File: config.mk
export PLATFORM = sky130hd
export DESIGN_NAME = hx8352_bus_responder_flat
export DESIGN_NICKNAME = d
export VERILOG_FILES = /design/src/rtl/hx8352_pkg.sv /design/src/rtl/hx8352_bus_responder_if.sv /design/src/rtl/hx8352_strobe_sync.sv /design/src/rtl/hx8352_bus_responder.sv /design/src/flat_wrapper.sv
export SDC_FILE = /design/constraint.sdc
export NUM_CORES = 1
export LEC_CHECK = 0
export BUFFER_PORTS_ARGS = -buffer_cell sky130_fd_sc_hd__buf_2
export CAP_MARGIN = 40
export CORE_ASPECT_RATIO = 1.25
export CORE_UTILIZATION = 25
export DETAILED_ROUTE_END_ITERATION = 8
export PLACE_DENSITY_LB_ADDON = 0.05
export SLEW_MARGIN = 20
export SYNTH_ARGS = -nofsm -noshare
export SYNTH_HDL_FRONTEND = slang
export SYNTH_SLANG_ARGS = --single-unit
File: constraint.sdc
create_clock -name clk -period 5.4 [get_ports clk]
set_input_delay 0.54 -clock clk [delete_from_list [all_inputs] [get_ports clk]]
set_output_delay 0.54 -clock clk [all_outputs]
set_load 0.005 [all_outputs]
File: src/rtl/hx8352_pkg.sv
// Shared constants, register map and state encoding for the HX8352 bus responder.
package hx8352_pkg;

    localparam int DEF_H_RES = 240;
    localparam int DEF_V_RES = 400;

    localparam logic [7:0] IDX_ID   = 8'h00;
    localparam logic [7:0] IDX_SC_H = 8'h02;
    localparam logic [7:0] IDX_SC_L = 8'h03;
    localparam logic [7:0] IDX_EC_H = 8'h04;
    localparam logic [7:0] IDX_EC_L = 8'h05;
    localparam logic [7:0] IDX_SP_H = 8'h06;
    localparam logic [7:0] IDX_SP_L = 8'h07;
    localparam logic [7:0] IDX_EP_H = 8'h08;
    localparam logic [7:0] IDX_EP_L = 8'h09;
    localparam logic [7:0] IDX_GRAM = 8'h22;

    localparam logic [15:0] ID_CODE = 16'h0052;

    typedef enum logic {
        ST_CMD  = 1'b0,
        ST_GRAM = 1'b1
    } state_e;

    typedef struct packed {
        logic [8:0] sc;
        logic [8:0] ec;
        logic [8:0] sp;
        logic [8:0] ep;
    } win_t;

    // Used for both axes; >= makes inverted windows collapse to the start point.
    function automatic logic [8:0] cursor_step(input logic [8:0] pos,
                                               input logic [8:0] lo,
                                               input logic [8:0] hi);
        return (pos >= hi) ? lo : pos + 9'd1;
    endfunction

endpackage

File: src/rtl/hx8352_bus_responder_if.sv
// 8080-style parallel panel bus; the initiator is the master, the panel model the slave.
interface hx8352_bus_responder_if;
    logic        lcd_cs;
    logic        lcd_rs;
    logic        lcd_wr;
    logic        lcd_rd;
    logic        lcd_rst;
    logic [15:0] lcd_data_in;
    logic [15:0] lcd_data_out;
    logic        lcd_data_oe;

    modport master (
        output lcd_cs, lcd_rs, lcd_wr, lcd_rd, lcd_rst, lcd_data_in,
        input  lcd_data_out, lcd_data_oe
    );

    modport slave (
        input  lcd_cs, lcd_rs, lcd_wr, lcd_rd, lcd_rst, lcd_data_in,
        output lcd_data_out, lcd_data_oe
    );
endinterface

File: src/rtl/hx8352_strobe_sync.sv
// Multi-flop synchronizer for a bus word, with edge detect on its low EDGE_W bits.
module hx8352_strobe_sync #(
    parameter int             W       = 1,
    parameter int             STAGES  = 2,
    parameter int             EDGE_W  = 1,
    parameter logic [W-1:0]   RST_VAL = '0
) (
    input  logic              clk,
    input  logic              rst,
    input  logic [W-1:0]      d_i,
    output logic [W-1:0]      q_o,
    output logic [EDGE_W-1:0] rise_o,
    output logic [EDGE_W-1:0] fall_o
);

    logic [STAGES-1:0][W-1:0] stg_q;
    logic [EDGE_W-1:0]        prev_q;

    always_ff @(posedge clk) begin
        if (!rst) begin
            stg_q  <= {STAGES{RST_VAL}};
            prev_q <= RST_VAL[EDGE_W-1:0];
        end else begin
            stg_q  <= {stg_q[STAGES-2:0], d_i};
            prev_q <= stg_q[STAGES-1][EDGE_W-1:0];
        end
    end

    assign q_o    = stg_q[STAGES-1];
    assign rise_o = q_o[EDGE_W-1:0] & ~prev_q;
    assign fall_o = ~q_o[EDGE_W-1:0] & prev_q;

endmodule

File: src/rtl/hx8352_bus_responder.sv
// HX8352 panel-side bus responder: index/register writes, GRAM pixel stream with
// window cursor, register read-back and strobe-overlap detection.
module hx8352_bus_responder
    import hx8352_pkg::*;
#(
    parameter int SYNC_STAGES = 2,
    parameter int H_RES       = DEF_H_RES,
    parameter int V_RES       = DEF_V_RES
) (
    input  logic                     clk,
    input  logic                     rst,
    hx8352_bus_responder_if.slave    bus,
    output logic                     reg_wr_valid,
    output logic [7:0]               reg_index,
    output logic [7:0]               reg_data,
    output logic                     pixel_valid,
    output logic [7:0]               pixel_x,
    output logic [8:0]               pixel_y,
    output logic [15:0]              pixel_data,
    output logic                     gram_mode,
    output logic                     protocol_err
);

    localparam logic [8:0]  H_LIM    = 9'(H_RES);
    localparam logic [8:0]  V_LIM    = 9'(V_RES);
    // Bit order {data, lcd_rst, rs, cs, rd, wr}; strobes idle high, rs idles low.
    localparam logic [20:0] SYNC_RST = {16'h0000, 5'b10111};

    logic [20:0] sq;
    logic        wr_rise;
    logic        unused_wr_fall;

    hx8352_strobe_sync #(
        .W      (21),
        .STAGES (SYNC_STAGES),
        .EDGE_W (1),
        .RST_VAL(SYNC_RST)
    ) u_sync (
        .clk    (clk),
        .rst    (rst),
        .d_i    ({bus.lcd_data_in, bus.lcd_rst, bus.lcd_rs, bus.lcd_cs, bus.lcd_rd, bus.lcd_wr}),
        .q_o    (sq),
        .rise_o (wr_rise),
        .fall_o (unused_wr_fall)
    );

    logic        wr_s, rd_s, cs_s, rs_s, lrst_s;
    logic [15:0] data_s;
    assign wr_s   = sq[0];
    assign rd_s   = sq[1];
    assign cs_s   = sq[2];
    assign rs_s   = sq[3];
    assign lrst_s = sq[4];
    assign data_s = sq[20:5];

    logic srst;
    assign srst = !rst || !lrst_s;

    state_e      state_q, state_d;
    logic [7:0]  idx_q, idx_d;
    win_t        win_q, win_d;
    logic [8:0]  cx_q, cx_d, cy_q, cy_d;
    logic        ev_q, ev_d, ev_rs_q, ev_rs_d;
    logic [15:0] ev_data_q, ev_data_d;
    logic        rwv_q, rwv_d;
    logic [7:0]  rdat_q, rdat_d;
    logic        pv_q, pv_d;
    logic [7:0]  px_q, px_d;
    logic [8:0]  py_q, py_d;
    logic [15:0] pd_q, pd_d;
    logic        ovl_q, ovl_d, perr_q, perr_d;
    logic        oe_q, oe_d;
    logic [15:0] dout_q, dout_d, rdmux;

    always_ff @(posedge clk) begin
        if (srst) begin
            state_q   <= ST_CMD;
            idx_q     <= 8'h00;
            win_q     <= '{sc: 9'd0, ec: 9'(H_RES - 1), sp: 9'd0, ep: 9'(V_RES - 1)};
            cx_q      <= 9'd0;
            cy_q      <= 9'd0;
            ev_q      <= 1'b0;
            ev_rs_q   <= 1'b0;
            ev_data_q <= 16'h0000;
            rwv_q     <= 1'b0;
            rdat_q    <= 8'h00;
            pv_q      <= 1'b0;
            px_q      <= 8'h00;
            py_q      <= 9'd0;
            pd_q      <= 16'h0000;
            ovl_q     <= 1'b0;
            perr_q    <= 1'b0;
            oe_q      <= 1'b0;
            dout_q    <= 16'h0000;
        end else begin
            state_q   <= state_d;
            idx_q     <= idx_d;
            win_q     <= win_d;
            cx_q      <= cx_d;
            cy_q      <= cy_d;
            ev_q      <= ev_d;
            ev_rs_q   <= ev_rs_d;
            ev_data_q <= ev_data_d;
            rwv_q     <= rwv_d;
            rdat_q    <= rdat_d;
            pv_q      <= pv_d;
            px_q      <= px_d;
            py_q      <= py_d;
            pd_q      <= pd_d;
            ovl_q     <= ovl_d;
            perr_q    <= perr_d;
            oe_q      <= oe_d;
            dout_q    <= dout_d;
        end
    end

    always_comb begin
        unique case (idx_q)
            IDX_ID:   rdmux = ID_CODE;
            IDX_SC_H: rdmux = {15'b0, win_q.sc[8]};
            IDX_SC_L: rdmux = {8'b0, win_q.sc[7:0]};
            IDX_EC_H: rdmux = {15'b0, win_q.ec[8]};
            IDX_EC_L: rdmux = {8'b0, win_q.ec[7:0]};
            IDX_SP_H: rdmux = {15'b0, win_q.sp[8]};
            IDX_SP_L: rdmux = {8'b0, win_q.sp[7:0]};
            IDX_EP_H: rdmux = {15'b0, win_q.ep[8]};
            IDX_EP_L: rdmux = {8'b0, win_q.ep[7:0]};
            default:  rdmux = 16'h0000;
        endcase
    end

    always_comb begin
        state_d   = state_q;
        idx_d     = idx_q;
        win_d     = win_q;
        cx_d      = cx_q;
        cy_d      = cy_q;
        // Strobe edge is captured here and decoded on the following cycle.
        ev_d      = wr_rise && !cs_s && rd_s;
        ev_rs_d   = rs_s;
        ev_data_d = data_s;
        rwv_d     = 1'b0;
        rdat_d    = rdat_q;
        pv_d      = 1'b0;
        px_d      = px_q;
        py_d      = py_q;
        pd_d      = pd_q;

        if (ev_q) begin
            if (!ev_rs_q) begin
                idx_d = ev_data_q[7:0];
                if (ev_data_q[7:0] == IDX_GRAM) begin
                    state_d = ST_GRAM;
                    cx_d    = win_q.sc;
                    cy_d    = win_q.sp;
                end else begin
                    state_d = ST_CMD;
                end
            end else if (state_q == ST_CMD) begin
                rwv_d  = 1'b1;
                rdat_d = ev_data_q[7:0];
                case (idx_q)
                    IDX_SC_H: win_d.sc[8]   = ev_data_q[0];
                    IDX_SC_L: win_d.sc[7:0] = ev_data_q[7:0];
                    IDX_EC_H: win_d.ec[8]   = ev_data_q[0];
                    IDX_EC_L: win_d.ec[7:0] = ev_data_q[7:0];
                    IDX_SP_H: win_d.sp[8]   = ev_data_q[0];
                    IDX_SP_L: win_d.sp[7:0] = ev_data_q[7:0];
                    IDX_EP_H: win_d.ep[8]   = ev_data_q[0];
                    IDX_EP_L: win_d.ep[7:0] = ev_data_q[7:0];
                    default:  ;
                endcase
            end else begin
                // Off-panel cursor positions still consume a write.
                if (cx_q < H_LIM && cy_q < V_LIM) begin
                    pv_d = 1'b1;
                    px_d = cx_q[7:0];
                    py_d = cy_q;
                    pd_d = ev_data_q;
                end
                cx_d = cursor_step(cx_q, win_q.sc, win_q.ec);
                if (cx_q >= win_q.ec) cy_d = cursor_step(cy_q, win_q.sp, win_q.ep);
            end
        end

        ovl_d  = !cs_s && !wr_s && !rd_s;
        perr_d = ovl_d && !ovl_q;
        oe_d   = !cs_s && !rd_s && wr_s;
        dout_d = oe_d ? rdmux : 16'h0000;
    end

    assign bus.lcd_data_out = dout_q;
    assign bus.lcd_data_oe  = oe_q;
    assign reg_wr_valid     = rwv_q;
    assign reg_index        = idx_q;
    assign reg_data         = rdat_q;
    assign pixel_valid      = pv_q;
    assign pixel_x          = px_q;
    assign pixel_y          = py_q;
    assign pixel_data       = pd_q;
    assign gram_mode        = (state_q == ST_GRAM);
    assign protocol_err     = perr_q;

endmodule

File: src/flat_wrapper.sv
// flat-port wrapper written by rule: the top's interface ports become plain ports
module hx8352_bus_responder_flat import hx8352_pkg::*;
#(
    parameter int SYNC_STAGES = 2,
    parameter int H_RES       = DEF_H_RES,
    parameter int V_RES       = DEF_V_RES
)
  (clk, rst, reg_wr_valid, reg_index, reg_data, pixel_valid, pixel_x, pixel_y, pixel_data, gram_mode, protocol_err, bus_lcd_cs, bus_lcd_rs, bus_lcd_wr, bus_lcd_rd, bus_lcd_rst, bus_lcd_data_in, bus_lcd_data_out, bus_lcd_data_oe);
  hx8352_bus_responder_if bus_i ();
  input  logic clk;
  input  logic rst;
  output logic reg_wr_valid;
  output logic [7:0] reg_index;
  output logic [7:0] reg_data;
  output logic pixel_valid;
  output logic [7:0] pixel_x;
  output logic [8:0] pixel_y;
  output logic [15:0] pixel_data;
  output logic gram_mode;
  output logic protocol_err;
  input wire logic [$bits(bus_i.lcd_cs)-1:0] bus_lcd_cs;
  input wire logic [$bits(bus_i.lcd_rs)-1:0] bus_lcd_rs;
  input wire logic [$bits(bus_i.lcd_wr)-1:0] bus_lcd_wr;
  input wire logic [$bits(bus_i.lcd_rd)-1:0] bus_lcd_rd;
  input wire logic [$bits(bus_i.lcd_rst)-1:0] bus_lcd_rst;
  input wire logic [$bits(bus_i.lcd_data_in)-1:0] bus_lcd_data_in;
  output wire logic [$bits(bus_i.lcd_data_out)-1:0] bus_lcd_data_out;
  output wire logic [$bits(bus_i.lcd_data_oe)-1:0] bus_lcd_data_oe;
  assign bus_i.lcd_cs = bus_lcd_cs;
  assign bus_i.lcd_rs = bus_lcd_rs;
  assign bus_i.lcd_wr = bus_lcd_wr;
  assign bus_i.lcd_rd = bus_lcd_rd;
  assign bus_i.lcd_rst = bus_lcd_rst;
  assign bus_i.lcd_data_in = bus_lcd_data_in;
  assign bus_lcd_data_out = bus_i.lcd_data_out;
  assign bus_lcd_data_oe = bus_i.lcd_data_oe;
  hx8352_bus_responder #(.SYNC_STAGES(SYNC_STAGES), .H_RES(H_RES), .V_RES(V_RES)) u_core (.clk(clk), .rst(rst), .bus(bus_i), .reg_wr_valid(reg_wr_valid), .reg_index(reg_index), .reg_data(reg_data), .pixel_valid(pixel_valid), .pixel_x(pixel_x), .pixel_y(pixel_y), .pixel_data(pixel_data), .gram_mode(gram_mode), .protocol_err(protocol_err));
endmodule
==> reports/results.ini <==
[power_and_ir_drop]
p_seq_frac=0.500
p_leak_nw=3.30
worst_ir_drop_vdd_v=0.000183
p_int_w=0.00213
power_density_nw_per_um2=322
switching_share=0.207
power_switching_w=0.000557
power_frac_comb=0.021
clkPwrFrac=0.479

[worst_setup_path]
cp.arrival_ns=3.02
reg2reg_to=u_core.cx_q[0]$_SDFFE_PP0P_
end_kind=flop
ff2ff_path_depth=7
timing.rr.start=u_core.cx_q[4]$_SDFFE_PP0P_
crit_required_ns=5.74
r2r_slack_ns=2.71
worst-setup-path-type=reg -> reg
startpoint_type=flop
critical_path.max_fanout=9

[synthesis]
synth_warnings=0
synth-seq-cells=178
muxShareOfSynthArea=0.0198
synth_top_family_by_area=simple AND/OR/NAND/NOR gates
synth_compound_area_frac=0.139
syn_inst=805
postSynthAreaPerCell_um2=8.78
syn_area_um2=7070
synth_top_area_frac=0.504
synth_common_cells=178 x dfxtp_1, 166 x nand2_1, 84 x a21oi_1, 46 x nand3_1, 38 x and2_1
ys_seq_area_frac=0.504
synth-simple-area-share=0.238
synth-xor-area-share=0.00372
async_flop_share=0
synth.distinct_cells=56
synth_most_common_cell=dfxtp_1
synth-adder-area-share=0.0354
ys.flop_type=dfxtp_1
yosysTopAreaCell=dfxtp_1
synth-edff-count=0
synthTopCellsByArea=dfxtp_1 50%, nand2_1 8.8%, a21oi_1 5.9%

[timing]
layout_min_cycle_time_ns=2.69
finalHoldWorstSlack_ns=0.291
setup_viol=0
slew_headroom=0.361
fmax_ghz=0.372
rsz0062_at_grt=no
max_slew.worst_pin.slew_ns=0.959
finalMaxSlewViolations=0
setup_tns_ns=0
hold_viol=0
clock_skew_ns=0.00745
period_share=0.497

[place]
gp_congestion=0.832
io_buffer_count=84
dp_hpwl_mm=15.2

[cells_and_area]
drive_above_1_share=0.158
diodes=0
fin_util=0.300
nets=904
multi_input_area_um2=3120
final-seq-area_um2=3560
num-fill-cells=2965
syn2layout_area_growth_pct=17.7

[global_routing]
grt.total_usage=0.147
grt_first_pass_wirelength_mm=31.9
grt_pass1_vias=5503
grt_antenna_before_repair=0
grt_max_degree=39
overflow=0

[drt]
viasPerCell=4.62
drtPass1Iterations=8
wl_per_cell_um=17.1
num_vias=5647
drtAntennaViolNets=0
drc=2
routed_wl_mm=20.9
dr.first_iter.drc_count=309

[floorplan]
die_w_um=152
die-area_um2=29000
io-pin-count=93
die_h_um=190
row_count=68
initial_utilization=0.255
core_um2=27700

[cts]
cts_sinks=178
cts_max_level=4
path_clk_slew_ns=0.06
cts_hold_buf=0
post_cts_resized=0
clockBufferDepth=2
cts_buffers=17
cts_tree=yes
postCtsSetupRepairBufs=0
root_buffer=clkbuf_16
worstSkewPairLatency_ns=0.43

[hold_path]
hold_start=bus_lcd_rst
min_to=u_core.u_sync.stg_q[4]$_SDFF_PN1_
holdCritPathClass=in -> reg
min_path_cells=2

[flow_run]
drv_cap=0

[outcome]
status=finished, violations left
violations=DRC

[routing by layer]
layer | part of all wire | up-vias | global-route usage
met1 | 0.44 | 2668 | 0.170
met5 | 0 | - | 0
met3 | 0.030 | 25 | 0.0289
li1 | - | 2837 | -
met4 | 0.030 | 0 | 0.0695
met2 | 0.50 | 117 | 0.261
[area by class of cell]
class | instances | share of cell area
multi-input cells | 548 | 0.375
well taps | 350 | 0.0526
repair buffers | 94 | 0.0615
inverters | 22 | 0.00992
clock inverters | 7 | 0.0149
clock buffers | 22 | 0.0582
flip-flops and latches | 178 | 0.428
[critical path, cell delays in order (launching register included)]
cell and delay, ns:
dfxtp_1 0.50, ha_1 0.30, a211oi_1 0.29, o211ai_1 0.19
a21oi_1 0.69, buf_4 0.30, o21ai_0 0.09, a211oi_1 0.25
[per-stage QoR]
step                      power, W  instance area, µm²  setup slack (ns)  cells
after global placement     0.00143                7680              2.51   1190
after global routing       0.00278                8320              2.46   1221
after CTS                  0.00273                8310              2.74   1220
after floorplan            0.00141                7100              3.39    812
final                      0.00268                8320              2.71   1221
after detailed placement   0.00143                7700              2.75   1191
[worst max-delay path by stage]
stage	from	endpoint	slack, ns	cells after the start
floorplan	u_core.win_q[2]$_SDFFE_PP1P_	u_core.cy_q[6]$_SDFFE_PP0P_	3.39	8
global placement	rst	u_core.bus.lcd_data_out[4]$_SDFF_PP0_	2.51	5
detailed placement	u_core.cx_q[4]$_SDFFE_PP0P_	u_core.cx_q[0]$_SDFFE_PP0P_	2.75	7
CTS	u_core.cx_q[4]$_SDFFE_PP0P_	u_core.cx_q[0]$_SDFFE_PP0P_	2.74	7
global route	u_core.cx_q[4]$_SDFFE_PP0P_	u_core.cx_q[0]$_SDFFE_PP0P_	2.46	7
finish	u_core.cx_q[4]$_SDFFE_PP0P_	u_core.cx_q[0]$_SDFFE_PP0P_	2.71	7
[power by group through the flow]
| stage | sequential (W) | combinational [W] | clock (W) |
|---|---|---|---|
| global placement | 0.00137 | 0.0000540 | 0 |
| global route | 0.00134 | 0.0000626 | 0.00138 |
| finish | 0.00134 | 0.0000560 | 0.00128 |
| CTS | 0.00134 | 0.0000568 | 0.00132 |
| floorplan | 0.00136 | 0.0000453 | 0 |
| detailed placement | 0.00137 | 0.0000568 | 0 |
[flip-flops by register name (all words and copies together) (netlist names), 9 cells and up]
register	cells
u_core.pixel_data	16
u_core.cy_q	9
u_core.win_q	36
u_core.pixel_y	9
u_core.cx_q	9
u_core.u_sync.q_o	21
u_core.u_sync.stg_q	21
u_core.ev_data_q	16
[layout by cell type (no fill, tap or decap), types with 3 or more instances in the layout]
| cell | synthesis | layout |
|---|---|---|
| nor2b_1 | 7 | 7 |
| mux2i_1 | 14 | 14 |
| o21ai_0 | 12 | 12 |
| nand2_1 | 166 | 165 |
| a22oi_1 | 13 | 13 |
| buf_4 | 11 | 8 |
| and2_1 | 38 | 38 |
| ha_1 | 20 | 20 |
| buf_2 | 19 | 84 |
| nor4_1 | 4 | 4 |
| inv_1 | 22 | 22 |
| o31ai_1 | 4 | 4 |
| nand2b_1 | 11 | 11 |
| or3_1 | 3 | 3 |
| bufinv_16 | 0 | 3 |
| clkbuf_16 | 0 | 17 |
| clkbuf_8 | 0 | 4 |
| o211ai_1 | 7 | 7 |
| a31oi_1 | 10 | 10 |
| a211oi_1 | 11 | 11 |
| nor2_1 | 21 | 20 |
| nor3_1 | 6 | 6 |
| dfxtp_1 | 178 | 178 |
| o22ai_1 | 8 | 8 |
| and3_1 | 19 | 19 |
| nand3_1 | 46 | 46 |
| a21oi_1 | 84 | 84 |
| conb_1 | 1 | 8 |
[logic make-up (layout without fill, tap and decap cells)]
kind of cell	count (synthesis)	count (layout)
AO/OA/AOI/OAI	161	161
AND/OR/NAND/NOR	342	342
multiplexers	14	14
flip-flops	178	178
buffers and inverters	86	145
other	1	8
XOR/XNOR	3	3
adder cells (fa/ha/maj)	20	20
Note: power is estimated with default switching activity, not from simulation.
